$ cat config.mk
export PLATFORM = sky130hd
export DESIGN_NAME = mem_lsu
export DESIGN_NICKNAME = d
export VERILOG_FILES = /design/src/rtl/mem_lsu.sv
export SDC_FILE = /design/constraint.sdc
export NUM_CORES = 1
export LEC_CHECK = 0
export BUFFER_PORTS_ARGS = -buffer_cell sky130_fd_sc_hd__buf_2
export CORE_AREA = 4 4 171 173
export CTS_CLUSTER_DIAMETER = 50
export DETAILED_ROUTE_END_ITERATION = 7
export DIE_AREA = 0 0 175 177
export GPL_TIMING_DRIVEN = 0
export PLACE_DENSITY_LB_ADDON = 0.1
export SLEW_MARGIN = 40
export SYNTH_ARGS = -nofsm -noshare
export SYNTH_HDL_FRONTEND = slang
export SYNTH_SLANG_ARGS = --single-unit
$ cat constraint.sdc
create_clock -name clk_100MHz -period 2.3 [get_ports clk_100MHz]
set_clock_uncertainty 0.05 [all_clocks]
set_input_delay 0.46 -clock clk_100MHz [delete_from_list [all_inputs] [get_ports clk_100MHz]]
set_output_delay 0.46 -clock clk_100MHz [all_outputs]
set_load 0.01 [all_outputs]
$ cat src/rtl/mem_lsu.sv
// MEM-stage load/store unit: decodes RV32I loads/stores, runs a req/ack data-bus access,
// aligns/extends load data and stalls the pipe while the access is open.
module mem_lsu #(
  parameter int unsigned TIMEOUT = 255
) (
  input  logic        clk_100MHz,
  input  logic        arst_n,
  input  logic [31:0] inst_i,
  input  logic        reg_w_ena_i,
  input  logic [4:0]  reg_w_addr_i,
  input  logic [31:0] reg_w_data_i,
  input  logic [31:0] mem_addr_i,
  input  logic [31:0] mem_w_data_i,
  output logic        dbus_req_o,
  output logic        dbus_we_o,
  output logic [31:0] dbus_addr_o,
  output logic [3:0]  dbus_be_o,
  output logic [31:0] dbus_wdata_o,
  input  logic        dbus_ack_i,
  input  logic [31:0] dbus_rdata_i,
  output logic        hold_req_o,
  output logic        misalign_o,
  output logic        bus_err_o,
  output logic [31:0] inst_o,
  output logic        mem_r_ena_o,
  output logic [31:0] mem_r_data_o,
  output logic [31:0] mem_r_addr_o,
  output logic        reg_w_ena_o,
  output logic [4:0]  reg_w_addr_o,
  output logic [31:0] reg_w_data_o,
  output logic        mem_w_ena_o,
  output logic [31:0] mem_w_addr_o,
  output logic [31:0] mem_w_data_o
);

  typedef enum logic [1:0] {StIdle, StAccess, StDone} state_e;

  state_e      state_q;
  logic [7:0]  cnt_q;
  logic [31:0] data_q;
  logic        err_q;

  logic [6:0]  opcode;
  logic [2:0]  funct3;
  logic [1:0]  lane;
  logic        is_load, is_store, is_mem, misaligned;
  logic [3:0]  st_be;
  logic [31:0] st_wdata;
  logic [31:0] ld_shift, ld_data;

  assign opcode = inst_i[6:0];
  assign funct3 = inst_i[14:12];
  assign lane   = mem_addr_i[1:0];

  always_comb begin
    is_load  = (opcode == 7'b0000011) &&
               (funct3 inside {3'b000, 3'b001, 3'b010, 3'b100, 3'b101});
    is_store = (opcode == 7'b0100011) && (funct3 inside {3'b000, 3'b001, 3'b010});
    is_mem   = is_load || is_store;
    misaligned = 1'b0;
    case (funct3[1:0])
      2'b01:   misaligned = lane[0];
      2'b10:   misaligned = (lane != 2'b00);
      default: misaligned = 1'b0;
    endcase
  end

  // Store lane steering; loads always read the whole word.
  always_comb begin
    st_be    = 4'hF;
    st_wdata = mem_w_data_i;
    case (funct3[1:0])
      2'b00: begin
        st_be    = 4'b0001 << lane;
        st_wdata = {4{mem_w_data_i[7:0]}};
      end
      2'b01: begin
        st_be    = lane[1] ? 4'b1100 : 4'b0011;
        st_wdata = {2{mem_w_data_i[15:0]}};
      end
      default: begin
        st_be    = 4'hF;
        st_wdata = mem_w_data_i;
      end
    endcase
  end

  always_comb begin
    ld_shift = data_q >> {lane, 3'b000};
    case (funct3)
      3'b000:  ld_data = {{24{ld_shift[7]}}, ld_shift[7:0]};
      3'b001:  ld_data = {{16{ld_shift[15]}}, ld_shift[15:0]};
      3'b100:  ld_data = {24'h0, ld_shift[7:0]};
      3'b101:  ld_data = {16'h0, ld_shift[15:0]};
      default: ld_data = data_q;
    endcase
  end

  always_ff @(posedge clk_100MHz or negedge arst_n) begin
    if (!arst_n) begin
      state_q <= StIdle;
      cnt_q   <= 8'd0;
      data_q  <= 32'h0;
      err_q   <= 1'b0;
    end else begin
      unique case (state_q)
        StIdle: begin
          cnt_q <= 8'd0;
          err_q <= 1'b0;
          if (is_mem && !misaligned) state_q <= StAccess;
        end
        StAccess: begin
          if (dbus_ack_i) begin
            data_q  <= dbus_rdata_i;
            cnt_q   <= 8'd0;
            state_q <= StDone;
          end else if (cnt_q == 8'(TIMEOUT - 1)) begin
            err_q   <= 1'b1;
            cnt_q   <= 8'd0;
            state_q <= StDone;
          end else begin
            cnt_q <= cnt_q + 8'd1;
          end
        end
        StDone: begin
          err_q   <= 1'b0;
          state_q <= StIdle;
        end
        default: state_q <= StIdle;
      endcase
    end
  end

  // Outputs are forced low while reset is asserted, including the pass-through path.
  always_comb begin
    dbus_req_o   = 1'b0;
    dbus_we_o    = 1'b0;
    dbus_addr_o  = 32'h0;
    dbus_be_o    = 4'h0;
    dbus_wdata_o = 32'h0;
    hold_req_o   = 1'b0;
    misalign_o   = 1'b0;
    bus_err_o    = 1'b0;
    inst_o       = 32'h0;
    mem_r_ena_o  = 1'b0;
    mem_r_data_o = 32'h0;
    mem_r_addr_o = 32'h0;
    reg_w_ena_o  = 1'b0;
    reg_w_addr_o = 5'h0;
    reg_w_data_o = 32'h0;
    mem_w_ena_o  = 1'b0;
    mem_w_addr_o = 32'h0;
    mem_w_data_o = 32'h0;
    if (arst_n) begin
      inst_o       = inst_i;
      reg_w_ena_o  = reg_w_ena_i;
      reg_w_addr_o = reg_w_addr_i;
      reg_w_data_o = reg_w_data_i;
      if ((state_q == StAccess) || ((state_q == StIdle) && is_mem && !misaligned)) begin
        dbus_req_o   = 1'b1;
        hold_req_o   = 1'b1;
        reg_w_ena_o  = 1'b0;
        dbus_we_o    = is_store;
        dbus_addr_o  = {mem_addr_i[31:2], 2'b00};
        dbus_be_o    = is_store ? st_be : 4'hF;
        dbus_wdata_o = is_store ? st_wdata : 32'h0;
      end else if ((state_q == StIdle) && is_mem) begin
        misalign_o  = 1'b1;
        reg_w_ena_o = 1'b0;
      end else if (state_q == StDone) begin
        if (err_q) begin
          bus_err_o   = 1'b1;
          reg_w_ena_o = 1'b0;
        end else if (is_load) begin
          mem_r_ena_o  = 1'b1;
          mem_r_data_o = ld_data;
          mem_r_addr_o = mem_addr_i;
          reg_w_data_o = ld_data;
        end else if (is_store) begin
          mem_w_ena_o  = 1'b1;
          mem_w_addr_o = mem_addr_i;
          mem_w_data_o = mem_w_data_i;
          reg_w_ena_o  = 1'b0;
        end
      end
    end
  end

endmodule

# After elaboration in Yosys (flattened, before gate mapping)
# Cells that the tools add are included.
dict set report classes {
  n_shift 2
  mul 0
  bitwise 0
  n_reduce_logical 20
  addsub 1
  div 0
  n_mux 89
  n_lt_le_gt_ge 0
  eq_ne 15
}
# op count
set ops {}
lappend ops {{$mux 32} 38}
lappend ops {{$pmux 32 s4} 1}
lappend ops {{$pmux 32 s2} 1}
lappend ops {{$mux 1} 34}
lappend ops {{$shr 32x5->16} 1}
lappend ops {{$mux 4} 4}
lappend ops {{$mux 8} 2}
lappend ops {{$pmux 8 s2} 1}
lappend ops {{$add 8x1->8 const B} 1}
lappend ops {{$eq 8x8->1 const B} 1}
lappend ops {{$pmux 4 s2} 1}
lappend ops {{$eq 7x2->1 const B} 1}
lappend ops {{$eq 7x6->1 const B} 1}
lappend ops {{$eq 3x3->1 const B} 2}
lappend ops {{$mux 2} 3}
lappend ops {{$ne 2x2->1 const B} 3}
lappend ops {{$reduce_bool 2->1} 3}
lappend ops {{$logic_and 1x1->1} 5}
lappend ops {{$mux 5} 1}
lappend ops {{$reduce_bool 5->1} 1}
lappend ops {{$eq 2x1->1 const B} 2}
lappend ops {{$eq 2x2->1 const B} 2}
lappend ops {{$logic_not 2->1} 2}
lappend ops {{$pmux 1 s2} 2}
lappend ops {{12 further kinds} 14}
dict set report word_totals {
  mem_bits_ro 0
  latchBits 0
  mem_bits_rw 0
  register_bits 43
  out_inout_bits 273
  n_memories 0
  wordCells 131
  input_bits 169
}

# Depth between registers and ports, before layout
# Gate-level depths: netlist of the first run.
dict set report logic_depth {
  depth_word 10
  depth_mapped 9
}

# Worst setup path before layout of the first run
# Ideal clock, no wire load.
dict set report synth_timing {
  path_type {input port to output port}
  start {in inst_i[13]}
  end {out dbus_addr_o[23]}
  required_ps 1790
  stages 8
  arrival_ps 2013
  path_buffers 2
  slack_ps -223
  cell_sequence {inv_1 > ha_1 > or2_1 > buf_2 > o211a_4 > a41o_4 > buf_6 > and2_1}
}
dict set report synth_between {
  elab_chain_len 9
  elab_cells_between_ends 19
  cone_classes {eq/ne (6); mux (3); reduce/logical (10)}
}
# item line_no
set synth_rtl {}
lappend synth_rtl {{start: declaration} 8} ;# input logic [31:0] inst_i,
lappend synth_rtl {{$eq 3x1->1 (tied with other cells)} {57, 58}}
lappend synth_rtl {{$reduce_bool 5->1 / $reduce_bool 3->1 (equally long branches)} {57, 58}}
lappend synth_rtl {{$logic_and 1x1->1 (on tied branches)} {56, 58}}
lappend synth_rtl {{$logic_or 1x1->1} 59} ;# is_mem = is_load || is_store;
lappend synth_rtl {{$logic_and 1x1->1} 159} ;# if ((state_q == StAccess) || ((state_q == StIdle) && is_mem && !misaligned)) begin
lappend synth_rtl {{$logic_and 1x1->1 *} 159}
lappend synth_rtl {{$logic_or 1x1->1 *} 159}
lappend synth_rtl {{$mux 32 *} 159}
lappend synth_rtl {{$mux 32 *} 154} ;# if (arst_n) begin
lappend synth_rtl {{end: declaration} 16} ;# output logic [31:0] dbus_addr_o,
# Every way passes the cells marked *; elsewhere a longest branch is shown, timed or not.

# Worst setup path after layout of the first run
dict set report layout_timing {
  start {reg data_q[31]}
  end {out reg_w_data_o[23]}
}
dict set report layout_between {
  elab_chain_len 8
}
# item line_no
set layout_rtl {}
lappend layout_rtl {{start: declaration} 40} ;# logic [31:0] data_q;
lappend layout_rtl {{start signal: assignment} 114} ;# data_q <= dbus_rdata_i;
lappend layout_rtl {{$shr 32x5->16} 89} ;# ld_shift = data_q >> {lane, 3'b000};
lappend layout_rtl {{$pmux 32 s4} 90} ;# case (funct3)
lappend layout_rtl {{$mux 32} 174} ;# end else if (is_load) begin
lappend layout_rtl {{$mux 32} 171} ;# if (err_q) begin
lappend layout_rtl {{$mux 32} 170} ;# end else if (state_q == StDone) begin
lappend layout_rtl {{$mux 32} 167} ;# end else if ((state_q == StIdle) && is_mem) begin
lappend layout_rtl {{$mux 32} 159}
lappend layout_rtl {{$mux 32} 154}
lappend layout_rtl {{end: declaration} 30} ;# output logic [31:0] reg_w_data_o,
# No other way between the ends.

==> results of run 1 <==
==> through the flow <==
step / TNS, ns / total power [W]
4_1_cts: -68.38 / 0.00300
2_1_floorplan: -0.448 / 0.00146
6_report: -55.58 / 0.00316
5_1_grt: -68.63 / 0.00332
3_3_place_gp: -331.26 / 0.00195
3_5_place_dp: -236.54 / 0.00195
==> cell usage in the layout (no fill, tap or decap), types with 7 or more instances in the layout <==
cell	n
a211oi_2	15
a21oi_1	14
a21oi_4	11
a22oi_1	8
a31oi_4	9
and2_1	53
and2_4	109
buf_12	17
buf_2	303
buf_4	37
buf_6	152
buf_8	26
clkbuf_1	7
clkbuf_16	17
clkbuf_2	7
dfrtp_1	38
inv_1	11
mux2_2	32
mux2i_1	18
nand2_1	46
nand3_1	12
nand3_2	7
nand3_4	9
nand4_1	17
nor2_1	18
nor2_4	17
nor3_2	8
nor3_4	11
nor3b_2	8
o211ai_1	17
o21ai_0	9
o221ai_4	7
o2bb2ai_1	7
o31ai_4	8
==> final timing paths <==
path / to / cells past startpoint
setup / recovery: reg_w_data_o[23] / 7
hold / removal: err_q / 2
min in group clk_100MHz: data_q[2] / 2
max in group asynchronous: state_q[1] / 1
setup reg to reg: data_q[10] / 5
hold reg to reg: cnt_q[7] / 1
==> routing by layer <==
metal	track usage, %	vias to the layer above	part of all wire (%)
met5	0	-	0.091
met4	6.28	6	3.1
met3	5.15	53	6.9
met2	38.9	315	54
met1	22.2	3446	36
li1	-	3425	-
==> timing repair <==
item | CTS | global route
cloned | 15 | 11
pin swaps | 106 | 129
endpoints found under the setup margin | 271 | 246
hold endpoints to repair | 21 | 0
hold buffers | 1 | 0
gates resized for setup | 319 | 314
setup buffers | 47 | 10
==> cell type report <==
| type | instances | share of cell area [%] |
|---|---|---|
| inverters | 15 | 0.768 |
| clock inverters | 3 | 0.221 |
| multi-input cells | 544 | 43.4 |
| plain buffers | 65 | 6.07 |
| well taps | 378 | 3.98 |
| flip-flops and latches | 43 | 9.10 |
| repair buffers | 515 | 35.4 |
| clock buffers | 5 | 1.05 |
==> flip-flops by register name, summed over array words and instances, names as in the netlist <==
register	count
data_q	32
cnt_q	8
state_q	2
err_q	1
==> cell families (layout without fill, tap and decap cells) <==
group / count (synthesis) / in the layout
compound gates: 140 / 140
flops: 43 / 43
fa+ha+maj: 5 / 5
mux: 52 / 52
simple gates: 345 / 345
other cells: 1 / 2
buf+inv: 82 / 603
==> power by group <==
part,switching (W),internal (W)
Combinational,0.000748,0.000623
Clock,0.000355,0.000414
Sequential,0.000168,0.000855
Total,0.00127,0.00189
==> key figures, run 1 <==
Run status
  • Status: finished, violations left
  • Failing checks: setup timing

CTS
  • Worst-Skew Late Latency: 0.29 ns
  • Worst-case clock buffer depth: 2
  • Clk sinks: 43
  • Root buffer cell: clkbuf_16
  • H-tree Lvls: 2
  • Worst-path clk slew: 0.07 ns
  • CTS tree: yes
  • CTS Buf Count: 5

STA
  • Final min period: 2.66 ns
  • Worst hold margin: 0.0201 ns
  • Slew @ Worst Pin: 0.666 ns
  • Setup violations, final: 233
  • Period utilisation layout: 115%
  • Pins Over Slew Limit: 0
  • Final Hold Fails: 0
  • Fmax: 376 MHz
  • Setup ws final: -0.356 ns
  • Rel. slew slack: 55.6%
  • RSZ-0062 raised after global routing: yes

Routing
  • # DRC: 0
  • Vias: 7,245
  • Drt first pass iters: 4
  • DRT antenna net count: 0
  • 1st-iter DRT viols: 345
  • Drt wl/cell: 22.4 um
  • Vias/cell: 4.62
  • WL final: 35.1 mm

Yosys
  • Mapped Area: 5130 um2
  • Leading area contributor after synthesis: dfrtp_1
  • Mapped Avg Cell Area: 7.68 um2
  • Main flop type after synthesis: dfrtp_1
  • Largest family of logic cells by synthesized area: simple AND/OR/NAND/NOR gates
  • Async SR Flop Fraction: 100%
  • Mux contribution to synthesized area: 11.2%
  • Post-Synth Simple-Gate Area: 38.3%
  • EDFF count, synth: 0
  • Sequential fraction of the synthesis area: 21.0%
  • Top cells by count, synth: 162 x and2_1, 47 x nand2_1, 43 x dfrtp_1
  • Post-Synth XOR/XNOR Area: 0%
  • Cells after Synth: 668
  • Synth Warn #: 0
  • Synth top area share: 21.0%
  • Count leader, synth: and2_1
  • FF+latch count, synth: 43
  • Compound-Gate Fraction of Synth Area: 20.6%
  • Synth unique cells: 63
  • Top post-synthesis cells by area: dfrtp_1 21%, and2_1 20%, mux2_2 7.0%, mux2i_1 3.7%, nand2_1 3.4%
  • Post-synthesis adder-cell area fraction: 1.22%

Floorplan
  • Core area: 27,600 um2
  • Initial core utilization: 18.6%
  • Die Span Y: 177 um
  • I/O Pins: 442
  • Die area: 31,000 um2
  • Die extent in x: 175 um
  • Row count: 61

Worst setup path
  • Cell family with most CP delay: multiplexers
  • Worst path slowest cell: mux4_2
  • Worst Path Required: 1.79 ns
  • Worst reg-to-reg setup slack: 0.10 ns
  • Crit-path cells: mux4_2, and2_4, a31oi_4, buf_12, buf_8, o211ai_1, buf_2
  • Critical Path Max Stage Delay: 0.52 ns
  • Critical path startpoint category: flop
  • Worst Path Buf+Inv: 3
  • Critical path arrival: 2.15 ns
  • Worst flop-to-flop path startpoint: state_q[0]
  • Crit path kind: reg -> out
  • Crit end category: primary output
  • Crit path from: data_q[31]
  • Critical-path maximum fanout: 7

Finish
  • Non-filler instance count after layout: 1,568
  • Proportion of layout cells with a drive suffix above 1: 73.4%
  • Final instance area: 11,900 um2
  • Fin util: 43.1%
  • Register area: 1080 um2
  • Post-layout nets: 1,363
  • Multi-input logic area: 5170 um2
  • ANT cells: 0
  • P&R area growth vs syn: 132%
  • Fillcell total: 2,727

GRT
  • Initial antenna violation count: 3
  • Overall Global Routing Usage: 20.4%
  • Gr ovfl total: 0
  • Vias in the first global route: 7,453
  • First-pass GRT wire length: 48.0 mm
  • Largest net degree at the start of global routing: 23

Place
  • Input/output buffers: 437
  • Worst slack at placement: -1.45 ns
  • Post-DP Area: 8040 um2
  • Cells after DPL: 1,484
  • Final weighted congestion in routability-driven placement: 0.860
  • Post-detail-place hpwl: 26.7 mm

Power
  • VDD IR max: 294 uV
  • PD cells: 266 nW/um2
  • Leakage power total: 5.61 nW

Job
  • Max-cap violations: 0

Worst hold path
  • Worst hold path type: in -> async
Power figures use the tool's default switching activity.
==> run 2, diff against run 1 <==
--- a/config.mk
+++ b/config.mk
@@ -11,7 +11,7 @@
 export DETAILED_ROUTE_END_ITERATION = 7
 export DIE_AREA = 0 0 175 177
 export GPL_TIMING_DRIVEN = 0
-export PLACE_DENSITY_LB_ADDON = 0.1
+export PLACE_DENSITY_LB_ADDON = 0.15
 export SLEW_MARGIN = 40
 export SYNTH_ARGS = -nofsm -noshare
 export SYNTH_HDL_FRONTEND = slang
==> run 2 against run 1 <==
Compared with the run above: the run still ends with setup timing left; hold slack improved by 0.050 ns; core utilization fell by 1.2 points; cell area fell by 2.8%; non-clock buffer count rose by 5; flip-flop and latch count did not move; sequential power barely moved; cell count rose by 0.64%; critical path depth rose by 4; setup slack improved by 0.023 ns; critical path type is now in -> out; highest routed layer unchanged.
==> key figures, run 2 (synthesis gave the netlist of run 1 again) <==
Finish
  • Post-layout nets: 1,370
  • Fillcell total: 2,767
  • Fin util: 41.8%
  • Non-filler instance count after layout: 1,578
  • P&R area growth vs syn: 125%
  • Proportion of layout cells with a drive suffix above 1: 72.0%
  • Most frequent cells in the layout: 305 x buf_2, 160 x buf_6, 113 x and2_4
  • Most flop-heavy register: data_q
  • Multi-input logic area: 4920 um2
  • Register area: 1080 um2
  • Most common cell after layout, fill and taps aside: buf_2
  • Largest register FFs: 32
  • Top Registers: data_q (32), cnt_q (8), state_q (2)

Power
  • Sw Ratio: 38.8%
  • VDD IR max: 288 uV
  • PD cells: 263 nW/um2
  • Leakage power total: 5.50 nW
  • P_sw: 0.00118 W
  • Clock power frac: 23.5%
  • Comb power frac: 43.3%
  • Flop pwr share: 33.2%
  • P_int: 0.00186 W

STA
  • Slew @ Worst Pin: 0.828 ns
  • Setup violations, final: 233
  • Final Hold Fails: 0
  • Pins Over Slew Limit: 0
  • Final min period: 2.63 ns
  • Rel. slew slack: 44.8%
  • Setup ws final: -0.333 ns
  • RSZ-0062 raised after global routing: yes
  • Period utilisation layout: 114%
  • Fmax: 380 MHz

Routing
  • Drt first pass iters: 4
  • Vias: 7,308
  • 1st-iter DRT viols: 273
  • # DRC: 0
  • Vias/cell: 4.63
  • Drt wl/cell: 23.0 um
  • DRT antenna net count: 0
  • WL final: 36.3 mm

Worst hold path
  • Worst hold path type: in -> async

CTS
  • Clk sinks: 43
  • Root buffer cell: clkbuf_16
  • H-tree Lvls: 2
  • Worst-case clock buffer depth: 2
  • CTS tree: yes
  • Worst-path clk slew: 0.07 ns
  • CTS Buf Count: 5
  • Worst-Skew Late Latency: 0.29 ns

Worst setup path
  • Crit-path cells: buf_12, inv_12, ha_4, or2_1, buf_6, o2111ai_4, nor2_4, clkbuf_16, buf_8, and2_4, buf_6
  • Critical path arrival: 2.12 ns
  • Crit path kind: in -> out
  • Worst Path Buf+Inv: 6
  • CP Depth: 11
  • Critical-path maximum fanout: 5
  • Worst path slowest cell: o2111ai_4
  • Critical Path Most Common Cell: buf_6
  • Crit end category: primary output
  • Reg2Reg Depth: 6
  • Cell family with most CP delay: buffers and inverters
  • Worst Path Required: 1.79 ns
  • Critical path startpoint category: primary input
  • Critical Path Max Stage Delay: 0.29 ns

Floorplan
  • Die Span Y: 177 um
  • Row count: 61
  • Initial core utilization: 18.6%
  • Die extent in x: 175 um
  • Core area: 27,600 um2
  • Die area: 31,000 um2
  • I/O Pins: 442

Run status
  • Status: finished, violations left
  • Failing checks: setup timing

Place
  • Post-detail-place hpwl: 27.0 mm
  • Input/output buffers: 437
  • Cells after DPL: 1,484
  • Final weighted congestion in routability-driven placement: 0.852

GRT
  • Largest net degree at the start of global routing: 23
  • Initial antenna violation count: 5
  • Overall Global Routing Usage: 21.4%
  • First-pass GRT wire length: 49.9 mm
  • Gr ovfl total: 0
  • Vias in the first global route: 7,463

Job
  • Max-cap violations: 0
==> run 2: power by group through the flow <==
stage | Clock (W) | Sequential, W | Combinational (W)
after floorplan | 0 | 0.000936 | 0.000520
after global placement | 0 | 0.00101 | 0.000922
after detailed placement | 0 | 0.00101 | 0.000928
after CTS | 0.000739 | 0.00101 | 0.00126
after global routing | 0.000765 | 0.00102 | 0.00140
final | 0.000714 | 0.00101 | 0.00131
==> run 2: worst paths after layout <==
kind,from,to,slack [ns]
max,inst_i[13],mem_w_addr_o[1],-0.33
min,arst_n,data_q[8],0.07
max reg2reg,state_q[0],data_q[31],0.06
min reg2reg,cnt_q[7],cnt_q[7],0.46
max in group asynchronous,arst_n,err_q,1.62
min in group clk_100MHz,dbus_rdata_i[4],data_q[4],0.34
==> run 2: cell type report <==
cell class | count | share of cell area, %
clock inverter | 1 | 0.0433
inverter | 15 | 0.779
sequential | 43 | 9.35
timing repair inverter | 1 | 0.0974
antenna | 3 | 0.0649
multi-input combinational | 545 | 42.5
buffer | 66 | 6.48
timing repair buffer | 519 | 35.4
tap | 378 | 4.09
clock buffer | 7 | 1.15
==> run 2: layer usage <==
metal	track usage [%]	share of wire [%]	vias to the layer above
li1	-	-	3446
met1	24.1	37	3529
met2	40.6	53	288
met3	4.89	7.2	41
met4	5.24	2.2	4
met5	0	0.066	-
==> run 2: what timing repair did <==
action | in CTS | in global routing
hold buffers | 1 | 0
endpoints found under the setup margin | 271 | 250
endpoints found under the hold margin | 21 | 0
buffers inserted | 50 | 8
pin swaps | 127 | 58
gates resized for setup | 388 | 190
cloned | 23 | 5
==> run 2: metrics by stage <==
| step | area [um2] | hold WS [ns] | setup TNS (ns) | setup WS, ns | total power [W] |
|---|---|---|---|---|---|
| after global routing | 11600 | 0.0715 | -76.08 | -0.396 | 0.00319 |
| final | 11600 | 0.0701 | -61.92 | -0.333 | 0.00303 |
| after global placement | 8030 | 0.429 | -318.51 | -1.79 | 0.00193 |
| after CTS | 10600 | 0.0666 | -68.03 | -0.368 | 0.00300 |
| after detailed placement | 8040 | 0.448 | -222.88 | -1.40 | 0.00194 |
| after floorplan | 5370 | 0.114 | -0.448 | -0.00753 | 0.00146 |
